===== src/rtl/alu_op_issue.sv =====
// Purpose: decode RISC-V opcode/funct3/funct7 into an ALU operation code and issue it
//          downstream with its tag through one output register backed by one skid register.
// Latency: 1 cycle from input transfer to out_valid when the output stage is empty or draining.
// Backpressure: in_ready = !skid_valid (registered, no combinational path from out_ready);
//               a stalled output absorbs exactly one more entry into the skid register.
// Ports: clk, reset (async active-high); in_valid/in_ready with opcode, funct3, funct7, in_tag;
//        out_valid/out_ready with Operation, IsBranch, Illegal, out_tag; illegal_count (saturating).
module alu_op_issue #(
    parameter int OPCODE_LENGTH = 4,
    parameter int TAG_WIDTH     = 5
) (
    input  logic                     clk,
    input  logic                     reset,
    input  logic                     in_valid,
    output logic                     in_ready,
    input  logic [6:0]               opcode,
    input  logic [2:0]               funct3,
    input  logic [6:0]               funct7,
    input  logic [TAG_WIDTH-1:0]     in_tag,
    output logic                     out_valid,
    input  logic                     out_ready,
    output logic [OPCODE_LENGTH-1:0] Operation,
    output logic                     IsBranch,
    output logic                     Illegal,
    output logic [TAG_WIDTH-1:0]     out_tag,
    output logic [15:0]              illegal_count
);

    localparam logic [OPCODE_LENGTH-1:0] OP_AND = OPCODE_LENGTH'(4'b0000);
    localparam logic [OPCODE_LENGTH-1:0] OP_OR  = OPCODE_LENGTH'(4'b0001);
    localparam logic [OPCODE_LENGTH-1:0] OP_ADD = OPCODE_LENGTH'(4'b0010);
    localparam logic [OPCODE_LENGTH-1:0] OP_XOR = OPCODE_LENGTH'(4'b0011);
    localparam logic [OPCODE_LENGTH-1:0] OP_SLL = OPCODE_LENGTH'(4'b0100);
    localparam logic [OPCODE_LENGTH-1:0] OP_SRL = OPCODE_LENGTH'(4'b0101);
    localparam logic [OPCODE_LENGTH-1:0] OP_SUB = OPCODE_LENGTH'(4'b0110);
    localparam logic [OPCODE_LENGTH-1:0] OP_SRA = OPCODE_LENGTH'(4'b0111);
    localparam logic [OPCODE_LENGTH-1:0] OP_EQ  = OPCODE_LENGTH'(4'b1000);
    localparam logic [OPCODE_LENGTH-1:0] OP_GE  = OPCODE_LENGTH'(4'b1001);
    localparam logic [OPCODE_LENGTH-1:0] OP_NE  = OPCODE_LENGTH'(4'b1010);
    localparam logic [OPCODE_LENGTH-1:0] OP_LTU = OPCODE_LENGTH'(4'b1100);
    localparam logic [OPCODE_LENGTH-1:0] OP_ILL = {OPCODE_LENGTH{1'b1}};

    localparam logic [6:0] F7_ZERO = 7'b0000000;
    localparam logic [6:0] F7_ALT  = 7'b0100000;

    // Decoded form of the instruction currently on the input
    logic [OPCODE_LENGTH-1:0] dec_op;
    logic                     dec_br;
    logic                     dec_ill;

    always_comb begin
        dec_op = OP_ILL;
        dec_br = 1'b0;
        unique case (opcode)
            7'b0110011, 7'b0010011: begin
                unique case (funct3)
                    3'b000: begin
                        // Immediate form has no SUB; funct7 bits there are immediate data
                        if (opcode == 7'b0010011 || funct7 == F7_ZERO) dec_op = OP_ADD;
                        else if (funct7 == F7_ALT)                    dec_op = OP_SUB;
                    end
                    3'b111: dec_op = OP_AND;
                    3'b110: dec_op = OP_OR;
                    3'b100: dec_op = OP_XOR;
                    3'b011: dec_op = OP_LTU;
                    3'b001: if (funct7 == F7_ZERO) dec_op = OP_SLL;
                    3'b101: begin
                        if (funct7 == F7_ZERO)     dec_op = OP_SRL;
                        else if (funct7 == F7_ALT) dec_op = OP_SRA;
                    end
                    default: dec_op = OP_ILL;
                endcase
            end
            // Address generation for loads, stores, jumps and upper-immediates
            7'b0000011, 7'b0100011, 7'b1100111,
            7'b1101111, 7'b0110111, 7'b0010111: dec_op = OP_ADD;
            7'b1100011: begin
                dec_br = 1'b1;
                unique case (funct3)
                    3'b000:  dec_op = OP_EQ;
                    3'b001:  dec_op = OP_NE;
                    3'b101:  dec_op = OP_GE;
                    3'b110:  dec_op = OP_LTU;
                    default: begin
                        dec_op = OP_ILL;
                        dec_br = 1'b0;
                    end
                endcase
            end
            default: dec_op = OP_ILL;
        endcase
        dec_ill = (dec_op == OP_ILL);
    end

    logic                     out_vld_q, out_vld_d;
    logic [OPCODE_LENGTH-1:0] out_op_q,  out_op_d;
    logic                     out_br_q,  out_br_d;
    logic                     out_ill_q, out_ill_d;
    logic [TAG_WIDTH-1:0]     out_tag_q, out_tag_d;
    logic                     skid_vld_q, skid_vld_d;
    logic [OPCODE_LENGTH-1:0] skid_op_q,  skid_op_d;
    logic                     skid_br_q,  skid_br_d;
    logic                     skid_ill_q, skid_ill_d;
    logic [TAG_WIDTH-1:0]     skid_tag_q, skid_tag_d;
    logic [15:0]              ill_cnt_q,  ill_cnt_d;

    logic in_fire;
    logic out_fire;

    assign in_ready = ~skid_vld_q;
    assign in_fire  = in_valid & in_ready;
    assign out_fire = out_vld_q & out_ready;

    always_comb begin
        out_vld_d  = out_vld_q;
        out_op_d   = out_op_q;
        out_br_d   = out_br_q;
        out_ill_d  = out_ill_q;
        out_tag_d  = out_tag_q;
        skid_vld_d = skid_vld_q;
        skid_op_d  = skid_op_q;
        skid_br_d  = skid_br_q;
        skid_ill_d = skid_ill_q;
        skid_tag_d = skid_tag_q;
        ill_cnt_d  = ill_cnt_q;

        if (!out_vld_q || out_fire) begin
            // Output stage free this edge: oldest entry (skid first) takes it.
            // in_fire cannot coincide with a full skid, so nothing is lost here.
            if (skid_vld_q) begin
                out_vld_d  = 1'b1;
                out_op_d   = skid_op_q;
                out_br_d   = skid_br_q;
                out_ill_d  = skid_ill_q;
                out_tag_d  = skid_tag_q;
                skid_vld_d = 1'b0;
            end else if (in_fire) begin
                out_vld_d = 1'b1;
                out_op_d  = dec_op;
                out_br_d  = dec_br;
                out_ill_d = dec_ill;
                out_tag_d = in_tag;
            end else begin
                out_vld_d = 1'b0;
            end
        end else if (in_fire) begin
            // Output stalled and holding: park the new entry in the skid register
            skid_vld_d = 1'b1;
            skid_op_d  = dec_op;
            skid_br_d  = dec_br;
            skid_ill_d = dec_ill;
            skid_tag_d = in_tag;
        end

        if (in_fire && dec_ill && ill_cnt_q != 16'hFFFF) begin
            ill_cnt_d = ill_cnt_q + 16'd1;
        end
    end

    always_ff @(posedge clk or posedge reset) begin
        if (reset) begin
            out_vld_q  <= 1'b0;
            out_op_q   <= '0;
            out_br_q   <= 1'b0;
            out_ill_q  <= 1'b0;
            out_tag_q  <= '0;
            skid_vld_q <= 1'b0;
            skid_op_q  <= '0;
            skid_br_q  <= 1'b0;
            skid_ill_q <= 1'b0;
            skid_tag_q <= '0;
            ill_cnt_q  <= '0;
        end else begin
            out_vld_q  <= out_vld_d;
            out_op_q   <= out_op_d;
            out_br_q   <= out_br_d;
            out_ill_q  <= out_ill_d;
            out_tag_q  <= out_tag_d;
            skid_vld_q <= skid_vld_d;
            skid_op_q  <= skid_op_d;
            skid_br_q  <= skid_br_d;
            skid_ill_q <= skid_ill_d;
            skid_tag_q <= skid_tag_d;
            ill_cnt_q  <= ill_cnt_d;
        end
    end

    assign out_valid     = out_vld_q;
    assign Operation     = out_op_q;
    assign IsBranch      = out_br_q;
    assign Illegal       = out_ill_q;
    assign out_tag       = out_tag_q;
    assign illegal_count = ill_cnt_q;

endmodule


===== config.mk =====
export PLATFORM = sky130hd
export DESIGN_NAME = alu_op_issue
export DESIGN_NICKNAME = d
export VERILOG_FILES = /design/src/rtl/alu_op_issue.sv
export SDC_FILE = /design/constraint.sdc
export NUM_CORES = 1
export LEC_CHECK = 0
export BUFFER_PORTS_ARGS = -buffer_cell sky130_fd_sc_hd__buf_2
export CORE_MARGIN = 8
export CORE_UTILIZATION = 40
export CTS_CLUSTER_SIZE = 28
export DETAILED_ROUTE_END_ITERATION = 7
export PLACE_DENSITY = 0.63
export SLEW_MARGIN = 20
export SYNTH_ARGS = -nofsm -noshare
export SYNTH_HDL_FRONTEND = slang
export SYNTH_SLANG_ARGS = --single-unit

===== constraint.sdc =====
create_clock -name clk -period 3.85 [get_ports clk]
set_clock_uncertainty 0.05 [all_clocks]
set_input_delay 0.77 -clock clk [delete_from_list [all_inputs] [get_ports clk]]
set_output_delay 0.77 -clock clk [all_outputs]
set_load 0.02 [all_outputs]

==> impl_summary.txt, run 1 <==
----------------------------------------------------
[STA]
  Total negative slack ... 0 ns
  Tcrit/Tclk final ... 73.67%
  Relative slew margins ... 51.87%
  Max-slew violations ... 0
  Worst hold-check slack ... 0.4270 ns
  Unrepaired setup endpoints after global routing ... false
  Pin slew with the least headroom to its limit ... 0.7220 ns
  Tmin final ... 2.836 ns
  Number of setup violations in the final report ... 0
  Fmax achieved ... 352.6 MHz
  Final hold vios ... 0

[Cells and area]
  Share of layout cells above drive strength 1 ... 32.38%
  Antenna Cells ... 0
  Area growth syn-to-layout ... 16.92%
  Most frequent cells in the layout ... buf_2, nand2_1, dfrtp_1, o21ai_0, xor2_1
  Final net count ... 307
  Utilization of the core after routing ... 48.01%
  Layout fillers ... 529
  Most common library cell in the layout ignoring fill and taps ... buf_2

[Critical path]
  Category of the worst setup path launch point ... input pin
  Largest delay contributor family on the critical path ... simple AND/OR/NAND/NOR gates
  Crit end category ... flip-flop
  Stages on the worst setup path ... 9
  Data arrival at the endpoint of the critical path ... 2.95 ns
  Maximum fanout count along the critical path ... 8
  Reg-to-reg critical path endpoint ... illegal_count[15]$_DFFE_PP0P_
  Slowest Stage Delay on Critical Path ... 0.55 ns
  WP buf/inv ... 2
  Kind of critical path ... in2reg
  Worst reg-to-reg setup slack ... 1.52 ns
  Cell with the largest stage delay on the worst path ... or4_4
  Critical path required time ... 3.96 ns
  Setup crit end ... illegal_count[15]$_DFFE_PP0P_
  Worst setup path startpoint ... funct7[1]
  Number of cells on the worst reg-to-reg path ... 7
  Start of the worst register-to-register path ... illegal_count[2]$_DFFE_PP0P_
  Ordered list of cells on the worst path ... buf_2, or4_4, nor4_4, o21ai_1, a221oi_1, or2_1, buf_4, nor3_1, xor2_1

[Power]
  Switching Share ... 34.17%
  Leak pwr ... 1.316 nW
  Total design power ... 1.144 mW
  Net load switching power ... 391.0 uW
  Internal Dissipation ... 753.2 uW
  Proportion of power drawn by combinational gates ... 26.1%
  Areal power density over the cells ... 438.2 nW/um2
  Peak supply drop ... 226.8 uV
  Power share of the clock group ... 25.1%
  Relative contribution of sequential cells to total power ... 48.8%

[Placed design]
  Final GP Congestion ... 0.7586
  Buffers added on ports ... 54
  HPWL Detailed ... 3.594 mm

[Logic synthesis]
  Nets in the synthesized netlist ... 257
  Total standard cell area after synthesis ... 2233 um2
  Fraction of post-synthesis cell area in the top cell type by area ... 44.82%
  FF+latch count, synth ... 40
  Cell accounting for the most synthesized area ... dfrtp_1
  Gate count of the mapped netlist ... 230
  Number of distinct library cells after synthesis ... 41
  Number of synthesis warnings ... 0
  Ys async rst share ... 100.0%
  Area contributors post-synth ... dfrtp_1, nand2_1, xor2_1
  Dominant synthesized flop cell ... dfrtp_1
  Avg Inst Size Synth ... 9.710 um2
  Number of enable flip-flop cells after synthesis ... 0
  Share of the yosys chip area belonging to registers ... 44.82%

[Floorplanning]
  Placement row count ... 27
  Die area ... 8230 um2
  Boundary Pins ... 55
  Die height ... 90.72 um
  X dimension of the die ... 90.72 um
  Placeable core region ... 5439 um2
  Initial standard-cell utilization of the core ... 41.06%

[Drt]
  Detailed-route via count ... 1752
  Via-to-Cell Ratio ... 4.963
  Final wirelength ... 4.784 mm
  Remaining antenna violation count after routing ... 0
  DRC violation total after the first TritonRoute iteration ... 99
  Number of search-and-repair iterations in the first detailed-routing pass ... 4
  Routed wirelength normalized by instance count ... 13.55 um
  Detailed-route DRC error count ... 0

[GRT]
  Global-route wire length before repair ... 8.466 mm
  Pin count of the biggest net entering global routing ... 41
  Aggregate global routing overflow ... 0
  Number of antenna violations at the first check in global routing ... 0
  Number of global-route vias before repair ... 1791
  Overall track demand over capacity in global routing ... 12.20%

[CTS]
  Clock tree from TritonCTS ... built
  Total number of H-tree levels ... 2
  Post-cts hold buffer count ... 0
  Clk buf depth ... 2
  Num CTS Buffers ... 5
  Number of gates resized after CTS ... 0
  Clock-pin transition on the worst setup and hold timing paths ... 0.08 ns
  Worst-Skew Late Latency ... 0.28 ns
  Sink Count ... 40
  Count of buffers added by post-CTS timing repair for setup ... 0
  CTS root buf ... clkbuf_8

[Run]
  Maximum capacitance violations ... 0

[Status]
  Run status ... finished clean

[Worst hold path]
  Hold path startpoint ... out_tag[2]$_DFFE_PP0P_
  Worst Hold Class ... reg2reg

----------------------------------------------------
power groups by stage:
| stage | registers, mW | logic (mW) | clock network, mW |
|---|---|---|---|
| final | 0.558 | 0.299 | 0.287 |
| after global placement | 0.563 | 0.300 | 0 |
| after detailed placement | 0.564 | 0.305 | 0 |
| after floorplan | 0.611 | 0.150 | 0 |
| after CTS | 0.557 | 0.305 | 0.299 |
| after global routing | 0.569 | 0.338 | 0.315 |
flip-flops by register name (all words and copies together), names as in the netlist:
signal / cells
Illegal: 1
IsBranch: 1
Operation: 4
illegal_count: 16
out_tag: 5
out_valid: 1
skid_br_q: 1
skid_ill_q: 1
skid_op_q: 4
skid_tag_q: 5
skid_vld_q: 1
cells by family (layout without fill, tap and decap cells):
logic type	count (synthesis)	after routing	synth area share (%)
simple gates	106	106	29.30
mux	6	6	2.913
buf+inv	19	70	5.266
xor+xnor	16	16	6.274
fa+ha+maj	1	1	0.5601
compound gates	42	42	10.87
flops	40	40	44.82
per-stage QoR:
step           instances  area, um2  setup slack (ns)
2_1_floorplan        230       2233             1.166
3_3_place_gp         345       2521            0.7277
3_5_place_dp         345       2521            0.6807
4_1_cts              353       2611            0.9901
5_1_grt              353       2611            0.8311
6_report             353       2611             1.014
routing by layer:
metal  wire length, um  share of wire [%]  track usage (%)
met5                 0                  0                0
met4                14               0.29            2.913
met3               297                6.2            4.489
met2              2138                 45            18.82
met1              2334                 49            15.69
layout make-up:
type	instances	area, um2	area share, %
clock buffers	8	90.09	3.450
inverters	4	15.01	0.5750
multi-input cells	171	1115	42.69
flip-flops and latches	40	1001	38.33
well taps	72	90.09	3.450
repair buffers	58	300.3	11.50
worst min path at each step:
stage | to | slack [ns] | depth (start not counted)
2_1_floorplan | skid_tag_q[0]$_DFFE_PP0P_ | 0.40 | 2
3_3_place_gp | skid_tag_q[0]$_DFFE_PP0P_ | 0.41 | 2
3_5_place_dp | illegal_count[9]$_DFFE_PP0P_ | 0.42 | 1
4_1_cts | illegal_count[9]$_DFFE_PP0P_ | 0.43 | 1
5_1_grt | illegal_count[9]$_DFFE_PP0P_ | 0.45 | 1
6_report | out_tag[2]$_DFFE_PP0P_ | 0.43 | 2
Yosys cell counts, types with 3 or more instances:
library cell / n
inv_1: 3
o21ai_0: 21
nor4_2: 6
nand2_1: 45
nor2b_1: 3
a21oi_1: 10
nand2b_1: 3
xor2_1: 16
nand3_1: 6
clkbuf_1: 9
o21ai_1: 3
nor3_2: 9
buf_6: 3
nand4_1: 6
dfrtp_1: 40
nor2_1: 12
mux2i_1: 5
worst reg2reg max path: cells and delay by family, from the launching register on:
family	cells	cell delay [ns]
XOR/XNOR	1	0.15
flip-flops	1	0.46
buffers and inverters	1	0.27
AND/OR/NAND/NOR	5	1.29
Power figures use the tool's default switching activity.
==> inputs of run 2 (changes only) <==
PLACE_DENSITY = 0.65   (was 0.63)
clock period = 2.35 ns   (was 3.85 ns; I/O delays follow)
==> impl_summary.txt, run 2 (same netlist as run 1, synthesis figures left out) <==
----------------------------------------------------
[CTS]
  Total number of H-tree levels ... 2
  Clk buf depth ... 2
  Worst-Skew Late Latency ... 0.29 ns
  CTS root buf ... clkbuf_8
  Sink Count ... 40
  Num CTS Buffers ... 5
  Clock tree from TritonCTS ... built
  Clock-pin transition on the worst setup and hold timing paths ... 0.08 ns

[Placed design]
  Worst slack after detailed placement ... -0.2332 ns
  HPWL Detailed ... 3.950 mm
  Dpl cells ... 368
  Final GP Congestion ... 0.8379
  Area after DPL ... 2745 um2
  Buffers added on ports ... 54

[STA]
  Total negative slack ... 0 ns
  Number of setup violations in the final report ... 0
  Final hold vios ... 0
  Max-slew violations ... 0
  Relative slew margins ... 65.08%
  Final setup slack of the worst path ... 0.08120 ns
  Fmax achieved ... 440.8 MHz
  Tmin final ... 2.269 ns
  Pin slew with the least headroom to its limit ... 0.5225 ns
  Tcrit/Tclk final ... 96.54%
  Unrepaired setup endpoints after global routing ... false
  Worst hold-check slack ... 0.2426 ns

[Cells and area]
  Non-Filler Instances ... 376
  Most frequent cells in the layout ... buf_2, nand2_1, dfrtp_1, buf_4, o21ai_0
  Antenna Cells ... 0
  Share of layout cells above drive strength 1 ... 39.14%
  Final net count ... 330
  Utilization of the core after routing ... 52.50%
  Area growth syn-to-layout ... 27.84%
  Most common library cell in the layout ignoring fill and taps ... buf_2
  Largest register FFs ... 16
  Layout fillers ... 519
  Final Instance Area ... 2855 um2

[Floorplanning]
  X dimension of the die ... 90.72 um
  Die area ... 8230 um2
  Initial standard-cell utilization of the core ... 41.06%
  Die height ... 90.72 um
  Boundary Pins ... 55
  Placeable core region ... 5439 um2
  Placement row count ... 27

[GRT]
  Aggregate global routing overflow ... 0
  Number of antenna violations at the first check in global routing ... 0
  Number of global-route vias before repair ... 1994
  Pin count of the biggest net entering global routing ... 41
  Global-route wire length before repair ... 8.990 mm
  Overall track demand over capacity in global routing ... 12.86%

[Power]
  Areal power density over the cells ... 698.7 nW/um2
  Switching Share ... 32.83%
  Total design power ... 1.995 mW
  Leak pwr ... 1.456 nW
  Proportion of power drawn by combinational gates ... 27.0%
  Relative contribution of sequential cells to total power ... 45.3%
  Internal Dissipation ... 1.340 mW
  Net load switching power ... 654.9 uW
  Power share of the clock group ... 27.7%
  Peak supply drop ... 438.0 uV

[Critical path]
  Maximum fanout count along the critical path ... 13
  Data arrival at the endpoint of the critical path ... 2.40 ns
  Kind of critical path ... in2reg
  Crit end category ... flip-flop
  Category of the worst setup path launch point ... input pin
  Number of cells on the worst reg-to-reg path ... 8
  Critical path required time ... 2.48 ns

[Run]
  Maximum capacitance violations ... 0

[Worst hold path]
  Worst Hold Class ... in2async

[Drt]
  Number of search-and-repair iterations in the first detailed-routing pass ... 4
  Routed wirelength normalized by instance count ... 13.57 um
  DRC violation total after the first TritonRoute iteration ... 73
  Remaining antenna violation count after routing ... 0
  Final wirelength ... 5.102 mm
  Via-to-Cell Ratio ... 4.941
  Detailed-route via count ... 1858
  Detailed-route DRC error count ... 0

[Status]
  Run status ... finished clean

----------------------------------------------------
run 2: critical path, cell delays in order:
cell and delay [ns]:
buf_2 0.10, or4_4 0.55, nor3_2 0.17, nand3_1 0.13
a311oi_2 0.29, or3_1 0.19, buf_12 0.16, nor3_4 0.05
mux2_4 0.29
run 2: final cells by class:
type	count	area (um2)	share of cell area [%]
Timing Repair Buffer	81	510.5	17.88
Inverter	4	15.01	0.5259
Multi-Input combinational cell	171	1131	39.61
Clock buffer	6	72.57	2.542
Tap cell	72	90.09	3.155
Sequential cell	40	1001	35.06
Clock inverter	2	35.03	1.227
run 2: routing by layer:
metal  vias up  wire length, um  GRT usage [%]
met1       870             2354          15.28
met4         0               61          3.745
met5         -                0              0
li1        943                -              -
met3         8              257          4.073
met2        37             2429          21.56
run 2: timing repair:
item | 4_1_cts | 5_1_grt
hold buffers | 0 | 0
gates resized for setup | 0 | 1
setup buffers | 0 | 0
endpoints found under the setup margin | 0 | 2
run 2: worst paths after layout:
check	start	endpoint	slack, ns
max reg2reg	illegal_count[6]$_DFFE_PP0P_	illegal_count[8]$_DFFE_PP0P_	0.32
min	reset	Illegal$_DFFE_PP0P_	0.24
max in group asynchronous	reset	illegal_count[7]$_DFFE_PP0P_	1.66
max	funct7[1]	illegal_count[1]$_DFFE_PP0P_	0.08
min in group clk	in_tag[0]	skid_tag_q[0]$_DFFE_PP0P_	0.34
min reg2reg	illegal_count[5]$_DFFE_PP0P_	illegal_count[5]$_DFFE_PP0P_	0.43
run 2: power groups by stage:
| stage | Clock, mW | Sequential, mW | Combinational (mW) |
|---|---|---|---|
| after floorplan | 0 | 1.00 | 0.247 |
| after global placement | 0 | 0.913 | 0.536 |
| after detailed placement | 0 | 0.918 | 0.549 |
| after CTS | 0.576 | 0.906 | 0.549 |
| after global routing | 0.601 | 0.923 | 0.598 |
| final | 0.553 | 0.904 | 0.538 |
==> inputs of run 3 (changes only) <==
CORE_ASPECT_RATIO = 0.5   (was unset)
MAX_ROUTING_LAYER = met4   (was unset)
==> impl_summary.txt, run 3 (same netlist as run 1, synthesis figures left out) <==
----------------------------------------------------
[Placed design]
  HPWL Detailed ... 3.941 mm
  Buffers added on ports ... 54
  Dpl cells ... 372
  Area after DPL ... 2769 um2
  Final GP Congestion ... 0.7742

[CTS]
  Clk buf depth ... 2
  Num CTS Buffers ... 5
  Clock tree from TritonCTS ... built
  Sink Count ... 40
  Number of gates resized after CTS ... 0
  Worst-Skew Late Latency ... 0.29 ns
  Clock-pin transition on the worst setup and hold timing paths ... 0.08 ns
  CTS root buf ... clkbuf_8
  Count of buffers added by post-CTS timing repair for setup ... 0
  Post-cts hold buffer count ... 0
  Total number of H-tree levels ... 2

[Drt]
  Detailed-route via count ... 1852
  DRC violation total after the first TritonRoute iteration ... 68
  Remaining antenna violation count after routing ... 0
  Routed wirelength normalized by instance count ... 13.21 um
  Via-to-Cell Ratio ... 4.874
  Final wirelength ... 5.021 mm
  Number of search-and-repair iterations in the first detailed-routing pass ... 4
  Detailed-route DRC error count ... 0

[Critical path]
  Worst reg-to-reg setup slack ... 0.30 ns
  Kind of critical path ... in2reg
  Data arrival at the endpoint of the critical path ... 2.40 ns
  Critical path required time ... 2.47 ns
  Number of cells on the worst reg-to-reg path ... 8
  Maximum fanout count along the critical path ... 6
  Category of the worst setup path launch point ... input pin
  Reg-to-reg critical path endpoint ... illegal_count[8]$_DFFE_PP0P_
  Start of the worst register-to-register path ... illegal_count[6]$_DFFE_PP0P_
  Crit end category ... flip-flop

[Floorplanning]
  Boundary Pins ... 55
  X dimension of the die ... 121.7 um
  Placeable core region ... 5444 um2
  Placement row count ... 19
  Die height ... 68.84 um
  Initial standard-cell utilization of the core ... 41.03%
  Die area ... 8376 um2

[STA]
  Max-slew violations ... 0
  Fmax achieved ... 439.8 MHz
  Pin slew with the least headroom to its limit ... 0.5090 ns
  Final hold vios ... 0
  Tcrit/Tclk final ... 96.75%
  Tmin final ... 2.274 ns
  Unrepaired setup endpoints after global routing ... false
  Relative slew margins ... 66.07%
  Number of setup violations in the final report ... 0

[Cells and area]
  Area growth syn-to-layout ... 30.36%
  Layout fillers ... 496
  Register Area ... 1001 um2
  Share of layout cells above drive strength 1 ... 40.39%
  Combined area of the multi-input logic cells ... 1160 um2
  Antenna Cells ... 0
  Most common library cell in the layout ignoring fill and taps ... buf_2
  Most frequent cells in the layout ... buf_2, nand2_1, dfrtp_1, buf_4, o21ai_0
  Final Instance Area ... 2912 um2
  Final net count ... 333
  Largest register FFs ... 16
  Non-Filler Instances ... 380

[Run]
  Maximum capacitance violations ... 0

[GRT]
  Global-route wire length before repair ... 8.680 mm
  Number of antenna violations at the first check in global routing ... 0
  Aggregate global routing overflow ... 0
  Overall track demand over capacity in global routing ... 13.14%
  Number of global-route vias before repair ... 1984
  Pin count of the biggest net entering global routing ... 41

[Power]
  Peak supply drop ... 361.8 uV
  Leak pwr ... 1.473 nW
  Areal power density over the cells ... 690.9 nW/um2

[Worst hold path]
  Worst Hold Class ... in2async

[Status]
  Run status ... finished clean

----------------------------------------------------
==> run 3: final cells by class <==
type                    instances  share of cell area [%]
clock buffers                   5                   2.364
clock inverters                 3                   1.461
multi-input cells             171                   39.84
inverters                       4                  0.5157
flip-flops and latches         40                   34.38
repair buffers                 84                   18.31
well taps                      73                   3.137
==> run 3: worst max path at each step <==
stage                                          endpoint  slack [ns]      start  cells after the start
after floorplan            illegal_count[1]$_DFFE_PP0P_       0.006  opcode[1]                      8
after global placement    illegal_count[13]$_DFFE_PP0P_       -0.23  funct7[1]                      9
after detailed placement  illegal_count[13]$_DFFE_PP0P_       -0.28  funct7[1]                      9
after CTS                 illegal_count[13]$_DFFE_PP0P_        0.03  funct7[1]                      9
after global routing      illegal_count[13]$_DFFE_PP0P_      0.0007  funct7[1]                      9
final                     illegal_count[13]$_DFFE_PP0P_        0.08  funct7[1]                      9
==> run 3: per-layer routing <==
layer / global-route usage, % / routed length [um] / vias up
li1: - / - / 945
met2: 25.22 / 2586 / 30
met5: - / 0 / -
met4: 4.566 / 57 / 0
met1: 13.51 / 2218 / 872
met3: 2.681 / 158 / 5
==> run 3: critical path, cell delays in order <==
cell      delay, ns
buf_2          0.09
or4_4          0.56
nor4_4         0.17
o21ai_1        0.11
a221oi_2       0.38
or2_4          0.22
buf_4          0.18
nor4_2         0.06
xor2_1         0.14
==> run 3: through the flow <==
stage | util [%] | hold slack, ns | setup slack, ns | total power, mW | setup TNS [ns]
2_1_floorplan | - | 0.3954 | 0.006478 | 1.249 | 0
3_3_place_gp | 50.86 | 0.4066 | -0.2269 | 1.448 | -3.334
3_5_place_dp | 50.86 | 0.4147 | -0.2811 | 1.469 | -4.173
4_1_cts | 52.91 | 0.2575 | 0.03328 | 2.031 | 0
5_1_grt | 53.48 | 0.3067 | 0.0006526 | 2.138 | 0
6_report | 53.48 | 0.2373 | 0.07627 | 2.012 | 0
==> run 3: power by group <==
part / internal (mW) / total [mW] / switching [mW]
Clock: 0.314 / 0.563 / 0.249
Sequential: 0.807 / 0.900 / 0.0927
Combinational: 0.224 / 0.549 / 0.325
